### src/rtl/dmem_pkg.sv
// dmem_pkg: shared constants and types for the data-memory arbiter.
// Holds the default memory geometry and the FSM/owner encodings used
// by dmem_arbiter and dmem_arb_pick.
package dmem_pkg;
  localparam int DMEM_DEPTH  = 128;
  localparam int DMEM_DATA_W = 16;
  localparam int DMEM_ADDR_W = 16;

  typedef enum logic {IDLE = 1'b0, ACCESS = 1'b1} state_t;
  typedef enum logic {OWN_A = 1'b0, OWN_B = 1'b1} owner_t;
endpackage

### src/rtl/dmem_arb_pick.sv
// dmem_arb_pick: combinational two-way grant for the data-memory arbiter.
// Ports: a_valid/b_valid requests, en (arbiter idle), grant_a/grant_b one-hot.
// Optional DMEM_ARB_RR_EN: round-robin with an internal pointer flop (adds
// clk/rst); otherwise fixed priority with port A winning.
module dmem_arb_pick
  import dmem_pkg::*;
(
`ifdef DMEM_ARB_RR_EN
  input  logic clk,
  input  logic rst,
`endif
  input  logic a_valid,
  input  logic b_valid,
  input  logic en,
  output logic grant_a,
  output logic grant_b
);

`ifdef DMEM_ARB_RR_EN
  // ptr names the port that has priority on the next tie.
  owner_t ptr;

  always_ff @(posedge clk or posedge rst) begin
    if (rst) begin
      ptr <= OWN_A;
    end else if (grant_a) begin
      ptr <= OWN_B;
    end else if (grant_b) begin
      ptr <= OWN_A;
    end
  end

  always_comb begin
    grant_a = 1'b0;
    grant_b = 1'b0;
    if (en) begin
      if (a_valid && (!b_valid || ptr == OWN_A)) begin
        grant_a = 1'b1;
      end else if (b_valid) begin
        grant_b = 1'b1;
      end
    end
  end
`else
  assign grant_a = en & a_valid;
  assign grant_b = en & b_valid & ~a_valid;
`endif

endmodule

### src/rtl/dmem_arbiter.sv
// dmem_arbiter: shares the single-port data memory between the pipeline MEM
// stage (port A) and the debug/loader port (port B); one registered one-cycle
// strobe per accepted request, registered response one cycle later.
// Ports: a_*/b_* request/response per requester, mem_* memory side.
// Optional DMEM_ARB_RR_EN selects round-robin instead of fixed A priority.
module dmem_arbiter
  import dmem_pkg::*;
#(
  parameter int DEPTH  = DMEM_DEPTH,
  parameter int DATA_W = DMEM_DATA_W
) (
  input  logic                   clk,
  input  logic                   rst,
  input  logic                   a_valid,
  input  logic                   a_we,
  input  logic [DMEM_ADDR_W-1:0] a_addr,
  input  logic [DATA_W-1:0]      a_wdata,
  output logic                   a_ready,
  output logic                   a_resp_valid,
  output logic [DATA_W-1:0]      a_resp_data,
  output logic                   a_resp_err,
  output logic                   a_stall,
  input  logic                   b_valid,
  input  logic                   b_we,
  input  logic [DMEM_ADDR_W-1:0] b_addr,
  input  logic [DATA_W-1:0]      b_wdata,
  output logic                   b_ready,
  output logic                   b_resp_valid,
  output logic [DATA_W-1:0]      b_resp_data,
  output logic                   b_resp_err,
  output logic [DMEM_ADDR_W-1:0] mem_addr,
  output logic [DATA_W-1:0]      mem_wdata,
  output logic                   mem_we,
  output logic                   mem_re,
  input  logic [DATA_W-1:0]      mem_rdata
);

  // One extra bit so DEPTH up to 2^16 compares cleanly as unsigned.
  localparam logic [DMEM_ADDR_W:0] DEPTH_L = (DMEM_ADDR_W+1)'(DEPTH);

  state_t state, next_state;
  logic   en, grant_a, grant_b, accept;

  logic                   req_we, req_in_range;
  logic [DMEM_ADDR_W-1:0] req_addr;
  logic [DATA_W-1:0]      req_wdata;

  owner_t                 owner_q;
  logic                   we_q, err_q;
  logic [DMEM_ADDR_W-1:0] addr_q;
  logic [DATA_W-1:0]      wdata_q;
  logic                   mem_we_q, mem_re_q;
  logic                   a_rv_q, b_rv_q, rsp_err_q;
  logic [DATA_W-1:0]      rsp_data_q;

  dmem_arb_pick u_pick (
`ifdef DMEM_ARB_RR_EN
    .clk     (clk),
    .rst     (rst),
`endif
    .a_valid (a_valid),
    .b_valid (b_valid),
    .en      (en),
    .grant_a (grant_a),
    .grant_b (grant_b)
  );

  always_ff @(posedge clk or posedge rst) begin
    if (rst) begin
      state <= IDLE;
    end else begin
      state <= next_state;
    end
  end

  // Ready is held low while reset is asserted so no grant is visible then.
  always_comb begin
    next_state = state;
    en         = 1'b0;
    case (state)
      IDLE: begin
        en = ~rst;
        if (grant_a || grant_b) begin
          next_state = ACCESS;
        end
      end
      ACCESS: begin
        next_state = IDLE;
      end
      default: begin
        next_state = IDLE;
      end
    endcase
  end

  // Grants are only high with the matching valid, so a grant is an accept.
  assign accept       = grant_a | grant_b;
  assign req_we       = grant_b ? b_we    : a_we;
  assign req_addr     = grant_b ? b_addr  : a_addr;
  assign req_wdata    = grant_b ? b_wdata : a_wdata;
  assign req_in_range = {1'b0, req_addr} < DEPTH_L;

  // Strobes are decided at accept and registered, so they are clean for the
  // whole ACCESS cycle. Address/data regs only move on accept (wdata only on
  // writes) so the memory sees no change outside an access.
  always_ff @(posedge clk or posedge rst) begin
    if (rst) begin
      owner_q    <= OWN_A;
      we_q       <= 1'b0;
      err_q      <= 1'b0;
      addr_q     <= '0;
      wdata_q    <= '0;
      mem_we_q   <= 1'b0;
      mem_re_q   <= 1'b0;
      a_rv_q     <= 1'b0;
      b_rv_q     <= 1'b0;
      rsp_err_q  <= 1'b0;
      rsp_data_q <= '0;
    end else begin
      mem_we_q   <= 1'b0;
      mem_re_q   <= 1'b0;
      a_rv_q     <= 1'b0;
      b_rv_q     <= 1'b0;
      rsp_err_q  <= 1'b0;
      rsp_data_q <= '0;
      if (accept) begin
        owner_q  <= grant_b ? OWN_B : OWN_A;
        we_q     <= req_we;
        err_q    <= ~req_in_range;
        addr_q   <= req_addr;
        mem_we_q <= req_we & req_in_range;
        mem_re_q <= ~req_we & req_in_range;
        if (req_we) begin
          wdata_q <= req_wdata;
        end
      end
      if (state == ACCESS) begin
        a_rv_q    <= (owner_q == OWN_A);
        b_rv_q    <= (owner_q == OWN_B);
        rsp_err_q <= err_q;
        if (!we_q && !err_q) begin
          rsp_data_q <= mem_rdata;
        end
      end
    end
  end

  assign a_ready      = grant_a;
  assign b_ready      = grant_b;
  assign a_stall      = a_valid & ~grant_a;
  assign a_resp_valid = a_rv_q;
  assign b_resp_valid = b_rv_q;
  assign a_resp_data  = a_rv_q ? rsp_data_q : '0;
  assign b_resp_data  = b_rv_q ? rsp_data_q : '0;
  assign a_resp_err   = a_rv_q & rsp_err_q;
  assign b_resp_err   = b_rv_q & rsp_err_q;
  assign mem_addr     = addr_q;
  assign mem_wdata    = wdata_q;
  assign mem_we       = mem_we_q;
  assign mem_re       = mem_re_q;

endmodule

### config.mk
export PLATFORM = sky130hd
export DESIGN_NAME = dmem_arbiter
export DESIGN_NICKNAME = d
export VERILOG_FILES = /design/src/rtl/dmem_pkg.sv /design/src/rtl/dmem_arb_pick.sv /design/src/rtl/dmem_arbiter.sv
export SDC_FILE = /design/constraint.sdc
export NUM_CORES = 1
export LEC_CHECK = 0
export ABC_AREA = 0
export CAP_MARGIN = 40
export CORE_ASPECT_RATIO = 0.6
export CORE_MARGIN = 8
export CORE_UTILIZATION = 38
export DETAILED_ROUTE_END_ITERATION = 10
export PLACE_DENSITY_LB_ADDON = 0.1
export RECOVER_POWER = 100
export SLEW_MARGIN = 20
export SYNTH_ARGS = -nofsm -noshare
export SYNTH_HDL_FRONTEND = slang
export SYNTH_HIERARCHICAL = 1
export SYNTH_SLANG_ARGS = --single-unit
### constraint.sdc
create_clock -name clk -period 2.4 [get_ports clk]
set_input_delay 0.48 -clock clk [delete_from_list [all_inputs] [get_ports clk]]
set_output_delay 0.48 -clock clk [all_outputs]
set_load 0.005 [all_outputs]
### Word-level counts from Yosys, hierarchy flattened

Cells that the tools add are included.
W data, S select, Z words.

| cells by class | value |
|---|---|
| $lt $le $gt $ge | 1 |
| bitwise logic cells | 16 |
| muxes and demuxes | 16 |
| reductions and logical operators | 5 |

Operators by type and width:

| cell | number |
|---|---|
| $mux W16 | 6 |
| $lt A16 B8 Y1 const B | 1 |
| $mux W1 | 9 |
| $and A1 B1 Y1 | 8 |
| $not A1 Y1 | 7 |
| $logic_not A1 Y1 | 2 |
| $pmux W1 S2 | 1 |
| $reduce_and A2 Y1 | 1 |
| $logic_and A1 B1 Y1 | 1 |
| $logic_or A1 B1 Y1 | 1 |
| $or A1 B1 Y1 | 1 |

| word-level totals | value |
|---|---|
| word-level logic and storage cells | 50 |
| bits in registers | 57 |
| output and inout port bits | 73 |

### Logic depth before layout (Yosys ltp)

Gate-level depths: netlist of the first run.

| depth | value |
|---|---|
| depth after elaboration | 8 |
| mapped depth | 7 |

### Modules after synthesis

The synthesis of the first run kept the hierarchy.

By module, submodules not included:

| module | instances | seq. area each (µm²) | area an instance (µm²) | cells each |
|---|---|---|---|---|
| dmem_arbiter | 1 | 1426.4 | 2655.0 | 225 |
| dmem_arb_pick | 1 | 0.0 | 16.3 | 2 |

### Worst setup path after synthesis of the first run

No wires, ideal clock.

| path | value |
|---|---|
| path kind | input port to flip-flop |
| start | in rst |
| end | reg err_q |
| stages | 6 |
| arrival | 1846 ps |
| path slack | 430 ps |
| required time | 2276 ps |
| path buffers | 1 |
| library setup time | 124 ps |
| cells stage by stage | nor2_1 and3b_1 buf_4 or4b_1 o22a_1 o31a_1 |

| between the ends | value |
|---|---|
| longest elaborated chain between the ends | 7 |
| elaborated cells between the ends (all ways) | 9 |
| classes of those cells | order compare (1); mux (2); bitwise (6) |

RTL lines:

| what | RTL line | text |
|---|---|---|
| start: declaration | dmem_arbiter.sv:13 | `input logic rst,` |
| $not A1 Y1 * | dmem_arbiter.sv:82 | `en = ~rst;` |
| $mux W1 * | dmem_arbiter.sv:80 | `case (state)` |
| $and A1 B1 Y1 * (2 in a row) | dmem_arb_pick.sv:46 | `assign grant_b = en & b_valid & ~a_valid;` |
| named net b_ready | dmem_arbiter.sv:27 | `output logic b_ready,` |
| $mux W16 | dmem_arbiter.sv:99 | `assign req_addr = grant_b ? b_addr : a_addr;` |
| $lt A16 B8 Y1 | dmem_arbiter.sv:101 | `assign req_in_range = {1'b0, req_addr} < DEPTH_L;` |
| $not A1 Y1 | dmem_arbiter.sv:129 | `err_q <= ~req_in_range;` |
| end signal: assignment | dmem_arbiter.sv:129 |  |
| end: declaration | dmem_arbiter.sv:49 | `logic we_q, err_q;` |

Mark *: on every way through the listed nets, which the timed path passes. The rest lies on a longest branch.
A chain may end at the register's enable or synchronous reset.

### Worst setup path in the final report of the first run

| path | value |
|---|---|
| start | in rst |
| end | out b_ready |

| between the ends | value |
|---|---|
| longest elaborated chain between the ends | 4 |

RTL lines:

| what | RTL line | text |
|---|---|---|
| $not A1 Y1 | dmem_arbiter.sv:82 |  |
| $mux W1 | dmem_arbiter.sv:80 |  |
| named net en | dmem_arbiter.sv:42 | `logic en, grant_a, grant_b, accept;` |
| $and A1 B1 Y1 (2 in a row) | dmem_arb_pick.sv:46 |  |
| end: declaration | dmem_arbiter.sv:27 |  |

The timed path passes the listed nets, and every way through them passes these cells.

==> results of run 1 <==
path summary, 6_finish.rpt:
check	slack [ns]	endpoint	cells after the start	from
max in group asynchronous	0.56	mem_wdata[8]$_DFFE_PP0P_	4	rst
min in group asynchronous	0.67	mem_addr[5]$_DFFE_PP0N_	3	rst
max reg2reg	0.27	mem_wdata[12]$_DFFE_PP0P_	6	state$_DFF_PP0_
min	0.46	a_resp_valid$_DFF_PP0_	1	owner_q$_DFFE_PP0N_
min reg2reg	0.46	a_resp_valid$_DFF_PP0_	1	owner_q$_DFFE_PP0N_
max	0.08	b_ready	4	rst
cells by family (layout without fill, tap and decap cells):
kind of cell | Yosys count | in the layout | synth area share
simple gates | 83 | 83 | 0.188
mux | 50 | 50 | 0.204
buf+inv | 16 | 187 | 0.0267
flops | 57 | 57 | 0.534
compound gates | 21 | 21 | 0.0473
area by class of cell:
class	count	area [um^2]
clock buffer	11	253
clock inverter	5	77.6
fill	544	2040
inverter	3	11.3
multi-input combinational	154	1170
sequential	57	1430
tap	87	109
timing repair buffer	168	1650
stage by stage:
stage | instance area, um^2 | power, W | hold WS (ns) | setup slack [ns] | std cells
2_1_floorplan | 2670 | 0.00144 | 0.417 | 0.430 | 227
3_3_place_gp | 4400 | 0.00195 | 0.439 | -0.0302 | 469
3_5_place_dp | 4400 | 0.00197 | 0.453 | -0.0793 | 469
4_1_cts | 4730 | 0.00337 | 0.461 | 0.0645 | 485
5_1_grt | 4690 | 0.00342 | 0.492 | 0.0172 | 485
6_report | 4690 | 0.00325 | 0.459 | 0.0808 | 485
Yosys cell counts:
cell type and number:
nor4_1 1, nor4b_2 1, or3_1 1, o21ai_0 13, and3b_1 1, mux2_2 36, mux2i_1 14, nand2_1 13
buf_2 6, buf_4 1, nor3b_1 1, a21o_1 1, inv_1 3, and2_2 1, o31a_1 2, or4b_1 2
or4_1 2, a21oi_1 2, dfrtp_1 57, nor2b_1 3, a22o_1 1, nor2_1 4, and2_1 52, buf_1 1
o22a_1 2, clkbuf_1 5, and2b_1 1
registers in the layout, summed over array words and instances (netlist names):
register	flops
err_q	1
we_q	1
b_resp_valid	1
rsp_data_q	16
rsp_err_q	1
mem_addr	16
mem_re	1
mem_wdata	16
a_resp_valid	1
owner_q	1
state	1
mem_we	1
layer usage:
metal | part of all wire | wire [um]
met5 | 0 | 0
met4 | 0.0049 | 38
met3 | 0.12 | 920
met2 | 0.44 | 3400
met1 | 0.44 | 3420
report_power, final:
group / switching, W / leakage, nW / internal, W
logic: 0.000225 / 1.12 / 0.000449
clock network: 0.000416 / 0.162 / 0.000959
registers: 0.0000845 / 0.718 / 0.00111
total: 0.000725 / 1.99 / 0.00252
==> reports/results.ini, run 1 <==
[logic_synthesis]
syn-num-nets = 313
ys_ff_latch = 57
yosysTopAreaCellShare = 0.534
yosysSeqAreaShare = 0.534
synth_area_per_cell_um2 = 11.8
netlist_area_um2 = 2670
synth_cells = 227
synth_cell_type_count = 27
synth_area_leaders = dfrtp_1, mux2_2, and2_1
yosysWarnings = 6
synth_largest_area_cell = dfrtp_1

[worst_setup_path]
critPathMostFrequentCell = clkdlybuf4s50_1
crit_buf_inv = 2
cp-start-kind = input port
crit_family = buffers and inverters
critPathArrivalTime_ns = 1.84
cp-end-kind = primary output
worst-path-max-fanout = 11
crit_type = input port to primary output
slowest_stage = clkdlybuf4s50_1
critical-path-max-stage-delay_ns = 0.53
path_cells = clkdlybuf4s50_1 > nor2_1 > and3b_2 > clkdlybuf4s50_1
cp.required_ns = 1.92

[cts]
postCtsSetupBuffers = 0
htree_levels = 3
cts_tree = yes
clock-sinks = 57
cts_buffers = 9
clk_latency_ns = 0.32
clockBufferDepth = 2
cts-resized-gates = 0
ctsHoldBuffers = 0
cts-root-buf = clkbuf_16
clkTransAtPathRegs_ns = 0.05

[detailed_routing]
drtPass1Iterations = 4
dr.first_iter.drc_count = 110
wl_um = 7790
via_count = 2234
antenna_left = 0
drc_errors = 0
wl_per_cell_um = 16.1
viasPerCell = 4.61

[floorplan]
chipHeight_um = 80.9
core_um2 = 6730
start_util = 0.397
dieArea_um2 = 10100
design.portCount = 159
rows = 23
die_x_um = 124

[global_route]
gr-usage-met1 = 0.185
grtUsageTotal = 0.161
grt_pass1_vias = 2456
grt_pass1_wl_um = 12800
grt_use_met2 = 0.250
grt_start_max_net_pins = 32
overflow = 0
top_usage_layer = met2
antenna_found_initial = 0
grt_util_met3 = 0.107

[final_layout]
final_core_util = 0.697
syn_to_final_growth_pct = 75.6
layout.nets = 479
layout_common_cells = clkdlybuf4s50_1, dfrtp_1, dlygate4sd3_1, mux2_2, and2_0
final_layout_size_suffix_gt1_frac = 0.156
diodes = 0
layout_commonest_cell = clkdlybuf4s50_1

[power]
p_leak_nw = 1.99
powerDensity_nw_per_um2 = 692
ir_drop_mv = 0.413

[sta]
min_period_ns = 2.32
period_share = 0.966
relSlewSlack = 0.480
rsz0062_at_grt = no
slew_violations = 0
fin_tns_setup_ns = 0
worst_pin_slew_ns = 0.780
setup_viol_count_final = 0
finalClockSkew_ns = 0.00253
finalHoldViolCount = 0
fmax_mhz = 431

[placed_design]
numPortBuffers = 158
hpwl_um = 6250
gp_congestion = 0.775

[run_status]
outcome = finished clean

[worst_hold_path]
worst_hold_path_type = flop to flop

[job]
maxCapViolations = 0

(Power assumes the default switching activity.)
==> run 2: changes to the inputs <==
--- a/config.mk
+++ b/config.mk
@@ -5,7 +5,8 @@
 export SDC_FILE = /design/constraint.sdc
 export NUM_CORES = 1
 export LEC_CHECK = 0
-export ABC_AREA = 0
+export ABC_AREA = 1
+export ABC_CLOCK_PERIOD_IN_PS = 2400
 export CAP_MARGIN = 40
 export CORE_ASPECT_RATIO = 0.6
 export CORE_MARGIN = 8
==> run 2 against run 1 <==
Net effect: design area rose by 1.6%; synthesized cell count up 69%; non-clock buffer count is 4 higher; critical path type unchanged; critical endpoint unchanged; largest power group unchanged; highest routed layer unchanged.
==> reports/results.ini, run 2 <==
[worst_setup_path]
cp.required_ns = 1.92  ; about the same
cp-end-kind = primary output
cp-start-kind = input port
critical-path-max-stage-delay_ns = 0.52  ; about the same
slowest_stage = clkdlybuf4s50_1
path_cells = clkdlybuf4s50_1 > nor2_1 > nand2_1 > nor2_4 > clkdlybuf4s50_1
critPathMostFrequentCell = clkdlybuf4s50_1
crit_type = input port to primary output
worst-path-max-fanout = 3  ; -8
critPathArrivalTime_ns = 1.83  ; about the same

[sta]
relSlewSlack = 0.466  ; -0.0138
fin_tns_setup_ns = 0  ; unchanged
slew_violations = 0  ; unchanged
setup_viol_count_final = 0  ; unchanged
worst_pin_slew_ns = 0.800  ; +0.0198 ns
period_share = 0.963  ; -0.00350
min_period_ns = 2.31  ; -0.00841 ns
rsz0062_at_grt = no
fmax_mhz = 433  ; +0.36%
finalClockSkew_ns = 0.00600  ; +0.00347 ns
finalHoldViolCount = 0  ; unchanged

[final_layout]
layout_common_cells = nand2_1, clkdlybuf4s50_1, inv_1, dfrtp_1, dlygate4sd3_1
final_layout_size_suffix_gt1_frac = 0.0721  ; -0.0837
syn_to_final_growth_pct = 70.2
fin_cells = 646  ; +33%
diodes = 0  ; unchanged
layout_commonest_cell = nand2_1
fill_cells = 664  ; +22%
final_core_util = 0.661  ; -0.0355
layout.nets = 637  ; +33%

[logic_synthesis]
ys_ff_latch = 57  ; unchanged
synthTopCellsByCount = nand2_1, inv_1, dfrtp_1, nor2_1, nand2_2
synth_cells = 383  ; +69%
synth_cell_type_count = 21  ; -22%
yosysSeqAreaShare = 0.510  ; -0.0243
yosysWarnings = 6  ; unchanged
synth_ff_type = dfrtp_1
netlist_area_um2 = 2800  ; +4.8%
syn-num-nets = 469  ; +50%
yosysMostFrequentCell = nand2_1
synth_largest_area_cell = dfrtp_1
synth_area_per_cell_um2 = 7.31  ; -38%
synth_edf_count = 0  ; unchanged
yosysTopAreaCellShare = 0.510  ; -0.0243
synth_area_leaders = dfrtp_1, nand2_1, inv_1
async_flop_share = 1.00  ; unchanged

[floorplan]
rows = 24  ; +4.3%
core_um2 = 7210  ; +7.0%
dieArea_um2 = 10500  ; +4.0%
start_util = 0.388  ; -0.00832
design.portCount = 159  ; unchanged
die_x_um = 127  ; +2.1%
chipHeight_um = 82.5  ; +1.9%

[run_status]
outcome = finished clean

[placed_design]
gp_congestion = 0.826  ; +6.6%
numPortBuffers = 158  ; unchanged
hpwl_um = 7160  ; +15%
dp.cells = 630  ; +34%

[power]
total_power_w = 0.00305  ; -6.1%
p_leak_nw = 2.63  ; +32%
powerDensity_nw_per_um2 = 640  ; -7.6%
intPower_w = 0.00227  ; -10%
ir_drop_mv = 0.322  ; -22%
netSwitchingFraction = 0.255  ; +0.0318
power_frac_comb = 0.216  ; +0.008
p_sw_w = 0.000778  ; +7.2%
p_seq_frac = 0.389  ; +0.020
p_clk_frac = 0.395  ; -0.028

[worst_hold_path]
worst_hold_path_type = flop to flop

[global_route]
grt_start_max_net_pins = 25  ; -22%
antenna_found_initial = 0  ; unchanged
grtUsageTotal = 0.178  ; +0.0164
grt_pass1_vias = 2977  ; +21%
grt_pass1_wl_um = 14600  ; +14%
overflow = 0  ; unchanged

[detailed_routing]
drc_errors = 0  ; unchanged
drtPass1Iterations = 4  ; unchanged
via_count = 2818  ; +26%
dr.first_iter.drc_count = 148  ; +35%
wl_um = 8870  ; +14%
wl_per_cell_um = 13.7  ; -15%
viasPerCell = 4.36  ; -5.3%
antenna_left = 0  ; unchanged

[job]
maxCapViolations = 0  ; unchanged

[cts]
cts_tree = yes
htree_levels = 3  ; unchanged
clockBufferDepth = 2  ; unchanged
clock-sinks = 57  ; unchanged
cts_buffers = 9  ; unchanged
clk_latency_ns = 0.32  ; about the same
cts-root-buf = clkbuf_16
clkTransAtPathRegs_ns = 0.05  ; about the same

## run 2: changes by cell type in the layout (fill, tap and decap cells not counted), sizes merged, moves of 11 or more
cell | previous run | this run
nand2 | 13 | 187
inv | 3 | 61
and2 | 53 | 0
nor2 | 4 | 41
mux2 | 36 | 0
mux2i | 14 | 0
o21ai | 13 | 2
## run 2: per-layer routing
metal  GRT usage  share of wire
met1       0.199           0.42
met2       0.304           0.47
met3      0.0955           0.10
met4      0.0330         0.0062
met5           0              0
## run 2: cell type report
| cell class | instances | area, um^2 | area share |
|---|---|---|---|
| clock inverter | 6 | 60.1 | 0.0126 |
| timing repair buffer | 172 | 1680 | 0.352 |
| multi-input combinational | 249 | 1030 | 0.216 |
| clock buffer | 9 | 225 | 0.0473 |
| sequential | 57 | 1430 | 0.299 |
| inverter | 62 | 233 | 0.0488 |
| tap | 91 | 114 | 0.0239 |
## run 2: final timing paths
| kind | startpoint | end | slack [ns] | depth (start not counted) |
|---|---|---|---|---|
| setup / recovery | rst | b_ready | 0.09 | 5 |
| hold / removal | owner_q$_DFFE_PP0N_ | a_resp_valid$_DFF_PP0_ | 0.45 | 1 |
| setup reg to reg | state$_DFF_PP0_ | mem_wdata[8]$_DFFE_PP0P_ | 0.30 | 11 |
| hold reg to reg | owner_q$_DFFE_PP0N_ | a_resp_valid$_DFF_PP0_ | 0.45 | 1 |
| max in group asynchronous | rst | mem_addr[11]$_DFFE_PP0N_ | 0.51 | 4 |
| min in group asynchronous | rst | b_resp_valid$_DFF_PP0_ | 0.79 | 3 |
## run 2: worst max-delay path, delay by kind of cell
family                 cells  cell delay [ns]
buffers and inverters      2             0.95
AND/OR/NAND/NOR            3             0.41
## run 2: kinds of logic (layout without fill, tap and decap cells)
group | Yosys count | after routing | synth area share
AO/OA/AOI/OAI | 10 | 10 | 0.0255
AND/OR/NAND/NOR | 239 | 239 | 0.347
flip-flops | 57 | 57 | 0.510
buffers and inverters | 77 | 249 | 0.118
## run 2: power by group through the flow
stage / Combinational, W / Sequential (W) / Clock (W)
2_1_floorplan: 0.000242 / 0.00120 / 0
3_3_place_gp: 0.000714 / 0.00121 / 0
3_5_place_dp: 0.000728 / 0.00121 / 0
4_1_cts: 0.000732 / 0.00120 / 0.00123
5_1_grt: 0.000736 / 0.00121 / 0.00128
6_report: 0.000659 / 0.00119 / 0.00120
## run 2: repair_timing
item                                    4_1_cts  5_1_grt
buffers inserted                              0        1
resized for setup                             0        1
endpoints found under the setup margin        0        2
endpoints found under the hold margin         0        0
hold buffers                                  0        0
## run 2: through the flow
step | area (um^2) | hold slack (ns) | setup slack (ns)
after floorplan | 2800 | 0.422 | 0.520
after global placement | 4520 | 0.437 | 0.0926
after detailed placement | 4520 | 0.445 | 0.0470
after CTS | 4810 | 0.449 | 0.0502
after global routing | 4760 | 0.472 | 0.0146
final | 4760 | 0.451 | 0.0892
==> run 3: changes to the inputs <==
--- a/config.mk
+++ b/config.mk
@@ -12,6 +12,7 @@
 export CORE_MARGIN = 8
 export CORE_UTILIZATION = 38
 export DETAILED_ROUTE_END_ITERATION = 10
+export GPL_TIMING_DRIVEN = 0
 export PLACE_DENSITY_LB_ADDON = 0.1
 export RECOVER_POWER = 100
 export SLEW_MARGIN = 20
==> run 3 against run 2 <==
Net effect: sequential power about the same; design area shrank 0.32%; sequential share of layout area is 0.095 points higher; worst setup slack gained 0.055 ns.
==> reports/results.ini, run 3 (synthesis results as in run 2) <==
[floorplan]
design.portCount = 159  ; unchanged
dieArea_um2 = 10500  ; unchanged
die_x_um = 127  ; unchanged
chipHeight_um = 82.5  ; unchanged
rows = 24  ; unchanged
core_um2 = 7210  ; unchanged
start_util = 0.388  ; unchanged

[cts]
ctsHoldBuffers = 0  ; unchanged
clk_latency_ns = 0.32  ; about the same
clockBufferDepth = 2  ; unchanged
clock-sinks = 57  ; unchanged
cts-root-buf = clkbuf_16
clkTransAtPathRegs_ns = 0.05  ; about the same
cts_tree = yes
postCtsSetupBuffers = 0  ; unchanged
htree_levels = 3  ; unchanged
cts_buffers = 9  ; unchanged

[worst_setup_path]
crit_buf_inv = 3  ; +1
regToRegSetupSlack_ns = 0.25  ; -0.05 ns
critical-path-max-stage-delay_ns = 0.57  ; +0.05 ns
crit_family = buffers and inverters
crit_type = flop to primary output
critPathArrivalTime_ns = 1.78  ; -0.05 ns
path_cells = clkbuf_2 > nand2_1 > inv_1 > dlygate4sd3_1
cp-start-kind = flop
cp.required_ns = 1.92  ; about the same
worst-path-max-fanout = 10  ; +7
slowest_stage = dlygate4sd3_1
cp-end-kind = primary output

[placed_design]
place_area_um2 = 4500  ; -0.53%
dp_slack_ns = -0.0604  ; -0.107 ns
hpwl_um = 7140  ; -0.33%
numPortBuffers = 158  ; unchanged
gp_congestion = 0.808  ; -2.2%

[global_route]
grt_pass1_wl_um = 14000  ; -3.9%
overflow = 0  ; unchanged
grtUsageTotal = 0.172  ; -0.00554
grt_pass1_vias = 2823  ; -5.2%
antenna_found_initial = 0  ; unchanged
grt_start_max_net_pins = 58  ; +130%

[sta]
worst_pin_slew_ns = 1.16  ; +0.358 ns
finalWorstSetupSlack_ns = 0.144  ; +0.0551 ns
relSlewSlack = 0.227  ; -0.239
finalHoldViolCount = 0  ; unchanged
slew_violations = 0  ; unchanged
finalClockSkew_ns = 0.00382  ; -0.00218 ns
fmax_mhz = 443  ; +2.4%
setup_viol_count_final = 0  ; unchanged
min_period_ns = 2.26  ; -0.0551 ns
rsz0062_at_grt = no
period_share = 0.940  ; -0.0230
fin_tns_setup_ns = 0  ; unchanged
hold_slack_ns = 0.445  ; -0.00509 ns

[final_layout]
fill_cells = 627  ; -5.6%
finalInstanceArea_um2 = 4750  ; -0.32%
layout.nets = 636  ; -0.16%
diodes = 0  ; unchanged
final_core_util = 0.659  ; -0.00208
layout_common_cells = nand2_1, clkdlybuf4s50_1, dlygate4sd3_1, inv_1, dfrtp_1
final_layout_size_suffix_gt1_frac = 0.0595  ; -0.0126
syn_to_final_growth_pct = 69.7
layout_commonest_cell = nand2_1

[run_status]
outcome = finished clean

[job]
maxCapViolations = 0  ; unchanged

[detailed_routing]
drc_errors = 0  ; unchanged
wl_um = 8810  ; -0.64%
drtPass1Iterations = 4  ; unchanged
dr.first_iter.drc_count = 112  ; -24%
wl_per_cell_um = 13.6  ; -0.64%
antenna_left = 0  ; unchanged
viasPerCell = 4.34  ; -0.60%
via_count = 2801  ; -0.60%

[power]
p_leak_nw = 2.68  ; +1.9%
powerDensity_nw_per_um2 = 654  ; +2.3%
ir_drop_mv = 0.335  ; +4.0%

[worst_hold_path]
worst_hold_path_type = flop to flop

-- run 3: final timing paths --
kind,from,end,depth (start not counted)
hold reg to reg,owner_q$_DFFE_PP0N_,a_resp_valid$_DFF_PP0_,1
setup / recovery,a_resp_valid$_DFF_PP0_,a_resp_data[14],4
max in group asynchronous,rst,mem_addr[10]$_DFFE_PP0N_,2
setup reg to reg,state$_DFF_PP0_,mem_wdata[0]$_DFFE_PP0P_,12
min in group asynchronous,rst,mem_addr[4]$_DFFE_PP0N_,2
hold / removal,owner_q$_DFFE_PP0N_,a_resp_valid$_DFF_PP0_,1
-- run 3: cell type report --
type,instances,area (um^2),area share
inverters,62,236,0.0498
plain buffers,13,80.1,0.0169
clock buffers,14,274,0.0577
clock inverters,2,35.0,0.00738
repair buffers,158,1580,0.333
well taps,91,114,0.0240
flip-flops and latches,57,1430,0.300
multi-input cells,249,1000,0.211
-- run 3: per-layer routing --
layer	vias up	share of wire	global-route usage
met4	0	0.014	0.0613
met2	106	0.45	0.282
met5	-	0	0
met1	1237	0.44	0.206
met3	12	0.10	0.0692
li1	1446	-	-
-- run 3: report_power, final --
part	internal [W]	total [W]	switching, W
logic	0.000377	0.000656	0.000279
registers	0.00110	0.00117	0.0000738
clock network	0.000885	0.00128	0.000396
total	0.00236	0.00311	0.000748
-- run 3: timing repair --
item                                    4_1_cts  5_1_grt
gates cloned                                  0        0
endpoints found under the setup margin       22       23
pin swaps                                     0        0
endpoints found under the hold margin         0        0
resized for setup                             4        1
-- run 3: worst reg2reg max path, cell delays in order, from the launching register on --
cell        delay, ns
dfrtp_1          0.43
nor2_1           0.16
nand2_1          0.06
nor2_1           0.17
buf_6            0.18
inv_4            0.07
or2_2            0.28
o21ai_2          0.15
nor2_8           0.08
clkinvlp_2       0.25
buf_12           0.17
nand2_1          0.05
nand2_1          0.05
-- run 3: per-stage QoR --
step | power [W] | instances
after floorplan | 0.00144 | 383
after global placement | 0.00191 | 632
after detailed placement | 0.00193 | 632
after CTS | 0.00323 | 648
after global routing | 0.00328 | 646
final | 0.00311 | 646
